**config.mk**
```make
export PLATFORM = sky130hd
export DESIGN_NAME = irq_ctrl_multi
export DESIGN_NICKNAME = d
export VERILOG_FILES = /design/src/rtl/irq_ctrl_pkg.sv /design/src/rtl/irq_channel.sv /design/src/rtl/irq_ctrl_multi.sv
export SDC_FILE = /design/constraint.sdc
export NUM_CORES = 1
export LEC_CHECK = 0
export BUFFER_PORTS_ARGS = -buffer_cell sky130_fd_sc_hd__buf_2
export CAP_MARGIN = 25
export CORE_AREA = 4 4 151 190
export DETAILED_ROUTE_END_ITERATION = 10
export DIE_AREA = 0 0 155 194
export HOLD_SLACK_MARGIN = 0.08
export PLACE_DENSITY = 0.54
export REMOVE_ABC_BUFFERS = 1
export SYNTH_ARGS = -nofsm -noshare
export SYNTH_HDL_FRONTEND = slang
export SYNTH_HIERARCHICAL = 1
export SYNTH_SLANG_ARGS = --single-unit
export TNS_END_PERCENT = 100
```
**constraint.sdc**
```tcl
create_clock -name PCLK -period 2.32 [get_ports PCLK]
set_input_delay 0.58 -clock PCLK [delete_from_list [all_inputs] [get_ports PCLK]]
set_output_delay 0.58 -clock PCLK [all_outputs]
set_load 0.01 [all_outputs]
```
**src/rtl/irq_ctrl_pkg.sv**
```systemverilog
// Shared types and constants for the multi-channel interrupt controller:
// channel state encoding, status bit offsets and the timeout timer width helper.
package irq_ctrl_pkg;

    typedef enum logic [1:0] {
        ST_IDLE    = 2'd0,
        ST_ARMED   = 2'd1,
        ST_PENDING = 2'd2
    } ch_state_e;

    localparam int ST_PEND = 0;
    localparam int ST_OVR  = 1;
    localparam int ST_TMO  = 2;

    function automatic int timer_w(input int cyc);
        return $clog2(cyc + 1);
    endfunction

endpackage

```
**src/rtl/irq_channel.sv**
```systemverilog
// One interrupt channel: control register, IDLE/ARMED/PENDING FSM,
// saturating pending timer and sticky overrun/timeout flags.
module irq_channel
    import irq_ctrl_pkg::*;
#(
    parameter int CONTROL_WIDTH = 32,
    parameter int ENABLE_BIT    = 0,
    parameter int REARM_BIT     = 2,
    parameter int TIMEOUT_CYC   = 1024
) (
    input  logic                     clk,
    input  logic                     rst,
    input  logic                     wr_en,
    input  logic [CONTROL_WIDTH-1:0] wdata,
    input  logic                     evt,
    input  logic                     ack,
    output logic [CONTROL_WIDTH-1:0] ctrl,
    output logic                     pending,
    output logic                     overrun,
    output logic                     timeout
);

    localparam int            TW    = timer_w(TIMEOUT_CYC);
    localparam logic [TW-1:0] T_MAX = TW'(TIMEOUT_CYC);

    ch_state_e                state_q, state_d;
    logic [CONTROL_WIDTH-1:0] ctrl_q, ctrl_d;
    logic [TW-1:0]            timer_q, timer_d;
    logic                     ovr_q, ovr_d;
    logic                     tmo_q, tmo_d;

    // Next-state: a write outranks an ack, an ack outranks a plain event.
    always_comb begin
        state_d = state_q;
        ctrl_d  = ctrl_q;
        ovr_d   = ovr_q;
        tmo_d   = tmo_q;
        timer_d = timer_q;
        if (wr_en) begin
            ctrl_d = wdata;
            case (state_q)
                ST_IDLE:  state_d = wdata[ENABLE_BIT] ? ST_ARMED : ST_IDLE;
                ST_ARMED: begin
                    if (!wdata[ENABLE_BIT]) state_d = ST_IDLE;
                    else if (evt)           state_d = ST_PENDING;
                    else                    state_d = ST_ARMED;
                end
                ST_PENDING: begin
                    if (!wdata[ENABLE_BIT]) state_d = ST_IDLE;
                    else if (evt)           ovr_d   = 1'b1;
                    else                    ovr_d   = ovr_q;
                end
                default:  state_d = ST_IDLE;
            endcase
        end else if (ack && (state_q == ST_PENDING)) begin
            tmo_d = 1'b0;
            if (ctrl_q[REARM_BIT]) begin
                state_d = ST_ARMED;
                ovr_d   = evt;
            end else begin
                state_d = ST_IDLE;
                ctrl_d  = '0;
                ovr_d   = 1'b0;
            end
        end else begin
            case (state_q)
                ST_IDLE:    state_d = ST_IDLE;
                ST_ARMED:   state_d = evt ? ST_PENDING : ST_ARMED;
                ST_PENDING: ovr_d   = ovr_q | evt;
                default:    state_d = ST_IDLE;
            endcase
        end

        // Timer restarts from zero on every entry into PENDING.
        if ((state_q == ST_PENDING) && (state_d == ST_PENDING)) begin
            timer_d = (timer_q == T_MAX) ? timer_q : timer_q + TW'(1);
        end else begin
            timer_d = '0;
        end
        if ((state_d == ST_PENDING) && (timer_d == T_MAX)) tmo_d = 1'b1;
        else                                               tmo_d = tmo_d;
    end

    // Channel state registers.
    always_ff @(posedge clk or posedge rst) begin
        if (rst) begin
            state_q <= ST_IDLE;
            ctrl_q  <= '0;
            timer_q <= '0;
            ovr_q   <= 1'b0;
            tmo_q   <= 1'b0;
        end else begin
            state_q <= state_d;
            ctrl_q  <= ctrl_d;
            timer_q <= timer_d;
            ovr_q   <= ovr_d;
            tmo_q   <= tmo_d;
        end
    end

    assign ctrl    = ctrl_q;
    assign pending = (state_q == ST_PENDING);
    assign overrun = ovr_q;
    assign timeout = tmo_q;

endmodule

```
**src/rtl/irq_ctrl_multi.sv**
```systemverilog
// Multi-channel counter enable / interrupt controller: write decode, ctrl read mux,
// per-channel status and a registered lowest-index-wins interrupt encoder.
module irq_ctrl_multi
    import irq_ctrl_pkg::*;
#(
    parameter int NUM_CH        = 4,
    parameter int CONTROL_WIDTH = 32,
    parameter int ENABLE_BIT    = 0,
    parameter int MASK_BIT      = 1,
    parameter int REARM_BIT     = 2,
    parameter int TIMEOUT_CYC   = 1024,
    localparam int CH_W         = (NUM_CH > 1) ? $clog2(NUM_CH) : 1
) (
    input  logic                     PCLK,
    input  logic                     PRESET,
    input  logic                     write_en,
    input  logic [CH_W-1:0]          wr_ch,
    input  logic [CONTROL_WIDTH-1:0] ctrl_write_data,
    input  logic [CH_W-1:0]          rd_ch,
    input  logic [NUM_CH-1:0]        evt_in,
    input  logic [NUM_CH-1:0]        ack_in,
    output logic [NUM_CH-1:0]        enable,
    output logic                     irq,
    output logic [CH_W-1:0]          irq_id,
    output logic [CONTROL_WIDTH-1:0] ctrl_read_data,
    output logic [3*NUM_CH-1:0]      status
);

    logic [CONTROL_WIDTH-1:0] ctrl_s [NUM_CH];
    logic [NUM_CH-1:0]        pend_s, ovr_s, tmo_s, active_s;
    logic                     irq_q, irq_d;
    logic [CH_W-1:0]          irq_id_q, irq_id_d;

    for (genvar g = 0; g < NUM_CH; g++) begin : g_ch
        irq_channel #(
            .CONTROL_WIDTH (CONTROL_WIDTH),
            .ENABLE_BIT    (ENABLE_BIT),
            .REARM_BIT     (REARM_BIT),
            .TIMEOUT_CYC   (TIMEOUT_CYC)
        ) u_ch (
            .clk     (PCLK),
            .rst     (PRESET),
            .wr_en   (write_en && (wr_ch == CH_W'(g))),
            .wdata   (ctrl_write_data),
            .evt     (evt_in[g]),
            .ack     (ack_in[g]),
            .ctrl    (ctrl_s[g]),
            .pending (pend_s[g]),
            .overrun (ovr_s[g]),
            .timeout (tmo_s[g])
        );

        assign enable[g]                = ctrl_s[g][ENABLE_BIT];
        assign active_s[g]              = pend_s[g] & ~ctrl_s[g][MASK_BIT];
        assign status[3*g + ST_PEND]    = pend_s[g];
        assign status[3*g + ST_OVR]     = ovr_s[g];
        assign status[3*g + ST_TMO]     = tmo_s[g];
    end

    assign ctrl_read_data = (int'(rd_ch) < NUM_CH) ? ctrl_s[rd_ch] : '0;

    // Priority encode: scan downwards so the lowest active index is kept.
    always_comb begin
        irq_d    = |active_s;
        irq_id_d = '0;
        for (int i = NUM_CH - 1; i >= 0; i--) begin
            irq_id_d = active_s[i] ? CH_W'(i) : irq_id_d;
        end
    end

    // Registered interrupt outputs.
    always_ff @(posedge PCLK or posedge PRESET) begin
        if (PRESET) begin
            irq_q    <= 1'b0;
            irq_id_q <= '0;
        end else begin
            irq_q    <= irq_d;
            irq_id_q <= irq_id_d;
        end
    end

    assign irq    = irq_q;
    assign irq_id = irq_id_q;

endmodule

```
======== After elaboration in Yosys (flattened, before gate mapping) ========
Cells that the tools add are included.
cells by class
  add/subtract/negate cells ............... 4
  $lt $le $gt $ge ......................... 1
  equality and inequality tests ........... 43
  mux-type cells .......................... 100
  bitwise gates (word level) .............. 13
  reduce and logical (&&, ||, !) cells .... 46
operators with widths
  cell                                                                    number
  32-bit two-way mux                                                      14
  11-bit equality test (second input constant)                            8
  11-bit two-way mux                                                      8
  32-bit binary-select mux with 2-bit select                              1
  2-bit two-way mux                                                       24
  1-bit two-way mux                                                       45
  11-bit by 1-bit adder with 11-bit output (second input constant)        4
  2-bit != test (second input constant)                                   16
  2-bit one-hot mux with 3 select lines                                   4
  2-bit nonzero test                                                      12
  2-bit equality test (second input constant)                             10
  1-bit logical AND                                                       16
  2-bit one-hot mux with 2 select lines                                   4
  2-bit AND reduction                                                     8
  4-bit AND reduction                                                     4
  2-bit by 1-bit equality test with 1-bit output (second input constant)  5
  2-bit logical NOT                                                       5
  2-bit by 1-bit != test with 1-bit output (second input constant)        4
  1-bit bitwise AND                                                       4
  1-bit NOT                                                               4
  1-bit bitwise OR                                                        4
  4-bit OR reduction                                                      1
  3-bit >= comparator (second input constant)                             1
  2-bit NOT with 3-bit output                                             1
word-level totals
  flip-flop bits (word level) ............. 191
  input bits .............................. 47
  output and inout port bits .............. 51
  logic and storage cells ................. 233

======== Depth between registers and ports, before layout ========
Gate-level depths: netlist of the first run.
  depth in word-level cells ............... 11
  mapped depth ............................ 8
  mapped depth without buffers ............ 7

======== By module ========
The synthesis of the first run kept the hierarchy.
by module, submodules not included
  module                           times used  cells each  area each (um^2)  seq. area each (um^2)
  irq_channel at g_ch[0].u_ch ...  3           174         2,065.7           1,176.1
  irq_channel at g_ch[3].u_ch      1           183         2,113.3           1,176.1
  irq_ctrl_multi                   1           59          978.4             75.1

======== Least setup slack after synthesis of the first run ========
OpenSTA, ideal clock, no wires.
  kind .................................... input-to-output
  start ................................... input rd_ch[0]
  end ..................................... output ctrl_read_data[10]
  arrival time ............................ 1.369 ns
  data required time ...................... 1.740 ns
  slack ................................... 0.371 ns
  stages on the path ...................... 3
  path buffers ............................ 2
  cells stage by stage .................... buf_6 -> buf_12 -> mux4_2
between the ends
  word-level cells in the longest chain between the ends .. 4
ends and longest elaborated chain
  element                                                 line                  RTL
  from (decl)                                             irq_ctrl_multi.sv:19  input logic [CH_W-1:0] rd_ch,
  2-bit NOT with 3-bit output (implied by the code)       irq_ctrl_multi.sv:60  assign ctrl_read_data = (int'(rd_ch) < NUM_CH) ? ctrl_s[rd_ch] : '0;
  32-bit binary-select mux with 2-bit select              irq_ctrl_multi.sv:60
  32-bit two-way mux (implied by the code) (2 in series)  irq_ctrl_multi.sv:60
  to (decl)                                               irq_ctrl_multi.sv:25  output logic [CONTROL_WIDTH-1:0] ctrl_read_data,
No other way between the ends. The select of a mux whose other input is x is not followed.

======== Worst setup path after layout of the first run ========
  start ................................... input rd_ch[0]
  end ..................................... output ctrl_read_data[1]
The elaborated chain is that of the path after synthesis.

==> reports/qor.txt, run 1 <==
Critical path required time: 1.74 ns
WHS Endpoint: g_ch[3].u_ch/ctrl[31]$_DFFE_PP0P_
Post-synth top area cell: dfrtp_1
Most common cell in the netlist: dfrtp_1
R2R Path End: g_ch[3].u_ch/timeout$_DFFE_PP0P_
First-pass GRT wire length: 39900 µm
Setup Viol. Count Final: 0
Warnings from Yosys: 6
CTS sink cnt: 191
Reg-to-reg slack, setup: 0.30 ns
Via/cell ratio: 5.42
CP Class: in -> out
Num rows: 67
Initial antenna violation count: 4
Synthesized flop and latch total: 191
Num CTS Buffers: 17
PwrDens: 743 mW/mm²
Placer Congestion: 0.848
Vias in the first global route: 6980
Placed instance area: 0.0102 mm²
Sequential share of the synthesized area: 51.5%
Syn Inst Count: 764
Tightest Pin Transition: 0.505 ns
Worst hold path stage count: 2
Clk pin slew, worst setup/hold paths: 0.08 ns
Max_slew headroom: 66.3%
Synth cell types: 54
DRC errors left: 0
Root buffer cell: clkbuf_16
Layout cells sized above 1: 24.7%
DIE AREA: 0.0301 mm²
Design area: 0.0109 mm²
Ys async rst share: 100%
ANT nets after route: 0
Mapped Avg Cell Area: 12.2 µm²
Largest net degree at the start of global routing: 48
Final hold violations: 0
Synth area leaders: dfrtp_1, a22o_1, mux4_2
Clock Tree Buf Depth: 2
Main synth FF type: dfrtp_1
First-iteration detailed-routing DRC count: 352
Pins Over Slew Limit: 0
WL final: 25100 µm
Post-route setup slack: 0.0587 ns
Fmax: 442 MHz
Vias: 6629
DR pass1 iterations: 5
Pre-CTS setup slack: 0.0374 ns
Share of the synthesized area in the top cell type: 51.5%
Top cells by count, synth: dfrtp_1, a22o_1, nor2_1
Wire per inst: 20.5 µm
Die Wd: 155 µm
Max Fanout on Critical Path: 10
CP endpoint kind: output port
Core Region: 0.0267 mm²
Outcome: finished, final reports clean
Hold_sp: ctrl_write_data[31]
Final nets: 934
Total grt overflow: 0
Area growth from synthesis to layout: 17.5%
Max-cap violations: 0
H-tree levels: 4
RSZ-0062 raised after global routing: no
IO buf count: 97
Reg2Reg Depth: 7
Total GRT Usage: 16.8%
Min cycle time layout: 2.26 ns
CTS tree: built
I/O pin count: 98
Clock Skew: 0.0139 ns
TNS Setup: 0 ns
Insertion delay to the later sink of the worst-skew pair: 0.44 ns
Worst setup SP type: input port
Static leakage: 5.12 nW
Tcrit/Tclk final: 97.5%
Arr. time, crit path: 1.68 ns
EDFF count, synth: 0
Hold WC Path Type: in -> reg
Highest ir drop seen on vdd: 0.415 mV
Post-DP HPWL: 16400 µm
Worst R2R Start: g_ch[3].u_ch/state_q[0]$_DFF_PP0_
Initial Util: 34.7%
Cell Area, Synth: 0.00929 mm²
Chip Height: 194 µm
Post-CTS setup buffer count: 0
[kinds of logic (layout without fill, tap and decap cells)]
kind of cell             after synthesis  in the layout  share of synthesized area, %
buffers and inverters                 77            189                          4.40
other                                  0              3                             0
multiplexers                          39             39                          8.65
adder cells (fa/ha/maj)               24             24                          3.23
AO/OA/AOI/OAI                        199            199                          17.2
flip-flops                           191            191                          51.5
AND/OR/NAND/NOR                      197            197                          11.6
XOR/XNOR                              37             37                          3.49
[critical path: stages]
cell and delay (ns):
clkbuf_4 0.20, buf_12 0.17, mux4_2 0.55, buf_2 0.16
[layout by cell type, fill, tap and decap left out, types with 4 or more instances in the layout]
cell,n
xnor2_1,18
a22o_1,125
nor2_2,4
inv_1,29
nand3_1,12
inv_6,4
nand2b_1,4
inv_2,4
buf_12,9
clkbuf_16,18
mux4_2,30
nor2b_1,8
nor2_1,55
buf_2,96
o21a_1,4
and3_1,15
nor4bb_1,4
and3b_1,5
o21ai_0,18
dfrtp_1,191
nor3_1,23
ha_1,24
mux2_2,4
nand4_1,10
and2_1,4
o211ai_1,6
xor2_1,19
a211oi_1,7
nand2_1,29
buf_4,16
a21oi_1,15
[timing repair]
item / 4_1_cts / 5_1_grt
resized for setup: 0 / 1
hold buffers: 1 / 0
endpoints found under the hold margin: 3 / 0
setup endpoints to repair: 0 / 1
[power breakdown]
| group | leakage (nW) | internal [mW] | switching, mW |
|---|---|---|---|
| Combinational | 2.36 | 0.586 | 0.507 |
| Sequential | 2.46 | 3.69 | 0.237 |
| Clock | 0.299 | 1.65 | 1.44 |
| Total | 5.12 | 5.92 | 2.19 |
[area by class of cell]
class | instances | area [µm²]
well taps | 345 | 432
inverters | 33 | 124
flip-flops and latches | 191 | 4780
fillers | 2551 | 15800
multi-input cells | 496 | 4120
clock inverters | 15 | 198
repair buffers | 124 | 823
diodes | 3 | 7.51
clock buffers | 17 | 425
[worst max-delay path by stage]
stage,slack (ns),end,startpoint
CTS,0.03,ctrl_read_data[0],rd_ch[0]
floorplan,-1.80,g_ch[0].u_ch/ctrl[0]$_DFFE_PP0P_,wr_ch[1]
finish,0.06,ctrl_read_data[1],rd_ch[0]
global placement,0.06,ctrl_read_data[1],rd_ch[0]
detailed placement,0.04,ctrl_read_data[0],rd_ch[0]
global route,0.02,ctrl_read_data[1],rd_ch[0]
[sequential cells by signal, indices dropped and copies added (netlist names)]
name,cells
g_ch.u_ch/ctrl,128
g_ch.u_ch/timer_q,44
g_ch.u_ch/state_q,8
g_ch.u_ch/overrun,4
g_ch.u_ch/timeout,4
irq_id,2
irq,1
[per-layer routing]
layer	wire length [µm]	up-vias	GRT usage [%]	part of all wire [%]
met5	7	-	0	0.028
met4	368	2	4.78	1.5
met3	1080	25	3.17	4.3
met2	12400	147	28.0	50
met1	11200	3383	22.4	45
li1	-	3072	-	-
[through the flow]
stage / instances / util [%] / hold WS (ns) / total power, mW
global route: 1223 / 40.8 / 0.397 / 8.48
CTS: 1220 / 40.7 / 0.390 / 8.22
detailed placement: 1187 / 38.3 / 0.475 / 5.08
finish: 1224 / 40.8 / 0.413 / 8.11
floorplan: 720 / - / 0.334 / 4.56
global placement: 1187 / 38.3 / 0.474 / 5.07
Note: power is estimated with default switching activity, not from simulation.
==> inputs of run 2 (changes only) <==
Settings changed: CORE_AREA 4 4 151 190 to 2 2 149 188, DIE_AREA 0 0 155 194 to 0 0 151 190.
==> reports/qor.txt, run 2 (synthesized netlist as in run 1, its figures left out) <==
Outcome: finished, final reports clean
CP endpoint kind: output port
Hold Slack: 0.414 ns
Commonest cells after routing, fill and taps aside: dfrtp_1, a22o_1, buf_2
Arr. time, crit path: 1.66 ns
Vias in the first global route: 6866
I/O pin count: 98
Clock Tree Buf Depth: 2
Layout cells sized above 1: 25.2%
Post-DP HPWL: 16600 µm
DR pass1 iterations: 4
Insertion delay to the later sink of the worst-skew pair: 0.45 ns
Met3 WL: 1250 µm
Min cycle time layout: 2.24 ns
WL final: 24900 µm
Switching power: 2.23 mW
First-iteration detailed-routing DRC count: 336
Die Wd: 151 µm
Inst Count DP: 1201
Num CTS Buffers: 17
Total GRT Usage: 17.9%
DIE AREA: 0.0287 mm²
PwrDens: 738 mW/mm²
Clk pin slew, worst setup/hold paths: 0.08 ns
DR top layer: met5
Largest net degree at the start of global routing: 48
Clock share of power: 37.8%
Hold WC Path Type: in -> reg
Num rows: 68
RSZ-0062 raised after global routing: no
Setup Viol. Count Final: 0
Initial antenna violation count: 3
Root buffer cell: clkbuf_16
CP Class: in -> out
Static leakage: 5.13 nW
Leading cell type in the layout, fill and taps excluded: dfrtp_1
Combinational fraction of design power: 13.6%
Placer Congestion: 0.781
Area growth from synthesis to layout: 17.6%
CTS sink cnt: 191
Max_slew headroom: 36.1%
Core Region: 0.0271 mm²
Wire per inst: 20.1 µm
Initial Util: 34.3%
ANT nets after route: 0
Hold-fix buffers, CTS: 1
Sw Share: 27.7%
Placed instance area: 0.0103 mm²
Max Fanout on Critical Path: 15
PostCTS Resize Cnt: 0
Critical path required time: 1.74 ns
Final hold violations: 0
Chip Height: 190 µm
Wl on met1: 10900 µm
Largest register FFs: 128
Tot Pwr: 8.06 mW
First-pass GRT wire length: 39100 µm
DRC errors left: 0
Max-cap violations: 0
Vias: 6680
Total grt overflow: 0
Final nets: 942
Sequential Power Share: 48.6%
Design area: 0.0109 mm²
Worst setup SP type: input port
CTS tree: built
Tcrit/Tclk final: 96.4%
Pins Over Slew Limit: 0
IO buf count: 97
Post-CTS setup buffer count: 0
Highest ir drop seen on vdd: 0.409 mV
H-tree levels: 4
Clock Skew: 0.0170 ns
TNS Setup: 0 ns
Met2 routed WL: 12300 µm
Tightest Pin Transition: 0.957 ns
Layout Cells excl Fill: 1236
Internal: 5.83 mW
Via/cell ratio: 5.40
Fmax: 447 MHz
run 2: final timing paths:
path	from	end	slack [ns]	depth (start not counted)
max	rd_ch[0]	ctrl_read_data[0]	0.08	4
min	ctrl_write_data[26]	g_ch[0].u_ch/ctrl[26]$_DFFE_PP0P_	0.41	2
max reg2reg	g_ch[1].u_ch/state_q[0]$_DFF_PP0_	g_ch[1].u_ch/ctrl[3]$_DFFE_PP0P_	0.27	7
min reg2reg	g_ch[1].u_ch/ctrl[6]$_DFFE_PP0P_	g_ch[1].u_ch/ctrl[6]$_DFFE_PP0P_	0.50	1
max in group asynchronous	PRESET	g_ch[2].u_ch/ctrl[11]$_DFFE_PP0P_	0.96	4
min in group asynchronous	PRESET	irq_id[0]$_DFF_PP0_	0.62	3
run 2: final cells by class:
class | instances | area [µm²]
Fill cell | 2611 | 16100
Sequential cell | 191 | 4780
Multi-Input combinational cell | 496 | 4120
Timing Repair Buffer | 132 | 838
Tap cell | 350 | 438
Clock buffer | 17 | 425
Clock inverter | 15 | 190
Inverter | 33 | 124
Antenna cell | 2 | 5.00
run 2: power by group through the flow:
stage / clock (mW) / sequential [mW] / combinational (mW)
detailed placement: 0 / 3.97 / 1.10
global route: 3.27 / 3.96 / 1.19
finish: 3.05 / 3.92 / 1.09
floorplan: 0 / 3.89 / 0.670
global placement: 0 / 3.98 / 1.08
CTS: 3.14 / 3.91 / 1.11
run 2: critical path, stage by stage:
cell	delay [ns]
buf_2	0.16
buf_12	0.19
mux4_1	0.56
buf_2	0.15
run 2: per-layer routing:
layer | up-vias | global-route usage [%]
met5 | - | 0
met4 | 4 | 5.50
met3 | 34 | 4.44
met2 | 145 | 29.8
met1 | 3432 | 23.1
li1 | 3065 | -
run 2: through the flow:
| stage | utilization (%) | setup slack (ns) |
|---|---|---|
| after floorplan | - | -1.80 |
| after global placement | 38.0 | 0.0655 |
| after detailed placement | 38.0 | 0.0712 |
| after CTS | 40.4 | 0.0678 |
| after global routing | 40.4 | 0.0298 |
| final | 40.4 | 0.0833 |
==> inputs of run 3 (changes only) <==
Settings changed: CORE_AREA 2 2 149 188 to 2 2 151 190, DIE_AREA 0 0 151 190 to 0 0 153 192, PLACE_DENSITY 0.54 to 0.53, SYNTH_HIERARCHICAL 1 to unset.
==> reports/qor.txt, run 3 <==
Mapped Avg Cell Area: 11.3 µm²
Initial Util: 34.6%
Pins Over Slew Limit: 0
I/O pin count: 98
Critical Path, Cell by Cell: buf_2, buf_4, mux4_2, buf_2
Max_slew headroom: 63.2%
Core Region: 0.0275 mm²
Warnings from Yosys: 0
Die Wd: 153 µm
PwrDens: 714 mW/mm²
H-tree levels: 4
Root buffer cell: clkbuf_16
Total grt overflow: 0
Initial antenna violation count: 1
CP bufs+invs: 3
Final nets: 1007
Fmax: 439 MHz
Syn Inst Count: 839
Vias: 6961
Synthesized flop and latch total: 191
Largest register FFs: 128
Ys async rst share: 100%
CTS sink cnt: 191
Main synth FF type: dfrtp_1
Most common cell in the netlist: dfrtp_1
RSZ-0062 raised after global routing: no
Clock share of power: 36.9%
CP max stage delay: 0.54 ns
Tcrit/Tclk final: 98.1%
Arr. time, crit path: 1.70 ns
Fillers: 2643
Insertion delay to the later sink of the worst-skew pair: 0.44 ns
Cell repeated most along the worst path: buf_2
Clk pin slew, worst setup/hold paths: 0.07 ns
CTS tree: built
ANT nets after route: 0
Area of the multi-input gates: 0.00431 mm²
Critical path required time: 1.74 ns
Setup Viol. Count Final: 0
Cell Area, Synth: 0.00951 mm²
Leading cell type in the layout, fill and taps excluded: dfrtp_1
Vias in the first global route: 7185
Placed instance area: 0.0106 mm²
DIE AREA: 0.0294 mm²
Final hold violations: 0
Top cells by count, synth: dfrtp_1, a22o_1, nor2_1
Post-DP HPWL: 16100 µm
Post-synth top area cell: dfrtp_1
DRC errors left: 0
Internal: 5.91 mW
Tightest Pin Transition: 0.552 ns
Sw Share: 25.9%
EDFF count, synth: 0
Largest net degree at the start of global routing: 60
First-pass GRT wire length: 39900 µm
Hold WC Path Type: in -> async
IO buf count: 97
Area growth from synthesis to layout: 17.5%
Cell family with most CP delay: buffers and inverters
Max-cap violations: 0
Switching power: 2.07 mW
Num rows: 68
Synth area leaders: dfrtp_1, a22o_1, mux4_2
CP Class: in -> out
Placer Congestion: 0.774
Combinational fraction of design power: 14.0%
Share of the synthesized area in the top cell type: 50.3%
Via/cell ratio: 5.39
Chip Height: 192 µm
Commonest cells after routing, fill and taps aside: dfrtp_1, a22o_1, buf_2
Min cycle time layout: 2.28 ns
Sequential Power Share: 49.1%
First-iteration detailed-routing DRC count: 389
Layout cells sized above 1: 23.8%
Clock Tree Buf Depth: 2
Highest ir drop seen on vdd: 0.344 mV
CP endpoint kind: output port
Slowest-stage cell, CP: mux4_2
Clock Skew: 0.0134 ns
Synth cell types: 57
Total GRT Usage: 17.3%
Sequential share of the synthesized area: 50.3%
Design area: 0.0112 mm²
DR pass1 iterations: 4
Num CTS Buffers: 17
Static leakage: 5.15 nW
TNS Setup: 0 ns
Worst setup SP type: input port
WL final: 24800 µm
Outcome: finished, final reports clean
Max Fanout on Critical Path: 5
Storage cell area: 0.00478 mm²
Wire per inst: 19.2 µm
Hold-fix buffers, CTS: 0
==> run 3: timing repair <==
action | 4_1_cts | 5_1_grt
endpoints found under the setup margin | 0 | 1
buffers inserted | 0 | 0
gates resized for setup | 0 | 1
==> run 3: layer usage <==
layer	wire length [µm]	vias to the layer above	GRT usage [%]
met2	12300	173	29.4
met3	1010	22	2.87
met1	11100	3523	22.8
met5	0	-	0
li1	-	3243	-
met4	368	0	5.41
==> run 3: cells by family after synthesis <==
group | share of synthesized area (%)
buffers and inverters | 4.66
AO/OA/AOI/OAI | 16.3
AND/OR/NAND/NOR | 12.2
XOR/XNOR | 3.87
adder cells (fa/ha/maj) | 4.21
multiplexers | 8.49
flip-flops | 50.3
==> run 3: final timing paths <==
path / slack, ns / endpoint / cells past startpoint / startpoint
max: 0.04 / ctrl_read_data[0] / 4 / rd_ch[0]
min: 0.16 / g_ch[0].u_ch.timer_q[1]$_DFF_PP0_ / 2 / PRESET
max reg2reg: 0.13 / g_ch[2].u_ch.timeout$_DFFE_PP0P_ / 8 / g_ch[2].u_ch.state_q[0]$_DFF_PP0_
min reg2reg: 0.50 / g_ch[2].u_ch.ctrl[26]$_DFFE_PP0P_ / 1 / g_ch[2].u_ch.ctrl[26]$_DFFE_PP0P_
max in group asynchronous: 1.54 / g_ch[2].u_ch.overrun$_DFFE_PP0P_ / 3 / PRESET
min in group PCLK: 0.41 / g_ch[3].u_ch.ctrl[2]$_DFFE_PP0P_ / 3 / ctrl_write_data[2]
==> run 3: area by class of cell <==
type | instances | area share, %
timing repair buffer | 142 | 8.49
sequential | 191 | 42.8
multi-input combinational | 548 | 38.6
clock buffer | 23 | 4.37
tap | 350 | 3.92
inverter | 28 | 1.01
clock inverter | 9 | 0.862
antenna | 1 | 0.0224
==> run 3: power by group through the flow <==
stage / clock (mW) / sequential (mW) / combinational [mW]
floorplan: 0 / 3.90 / 0.695
global placement: 0 / 3.97 / 1.11
detailed placement: 0 / 3.97 / 1.13
CTS: 3.04 / 3.91 / 1.13
global route: 3.17 / 3.96 / 1.22
finish: 2.95 / 3.92 / 1.11
==> run 3: worst reg2reg max path, stage by stage, from the launching register on <==
cell     delay (ns)
dfrtp_1        0.40
inv_1          0.11
ha_1           0.25
nand2_1        0.10
and3_1         0.20
a221o_1        0.32
or2_1          0.24
or3_1          0.37
o21ai_1        0.13
==> run 3: metrics by stage <==
stage	std cells	hold slack, ns	power (mW)	setup WS (ns)	utilization [%]
after floorplan	767	0.461	4.59	-3.46	-
after global placement	1259	0.477	5.09	-0.0470	38.5
after detailed placement	1259	0.476	5.10	-0.0735	38.5
after CTS	1291	0.174	8.08	0.0388	40.7
after global routing	1292	0.199	8.35	0.0165	40.7
final	1292	0.164	7.98	0.0443	40.7
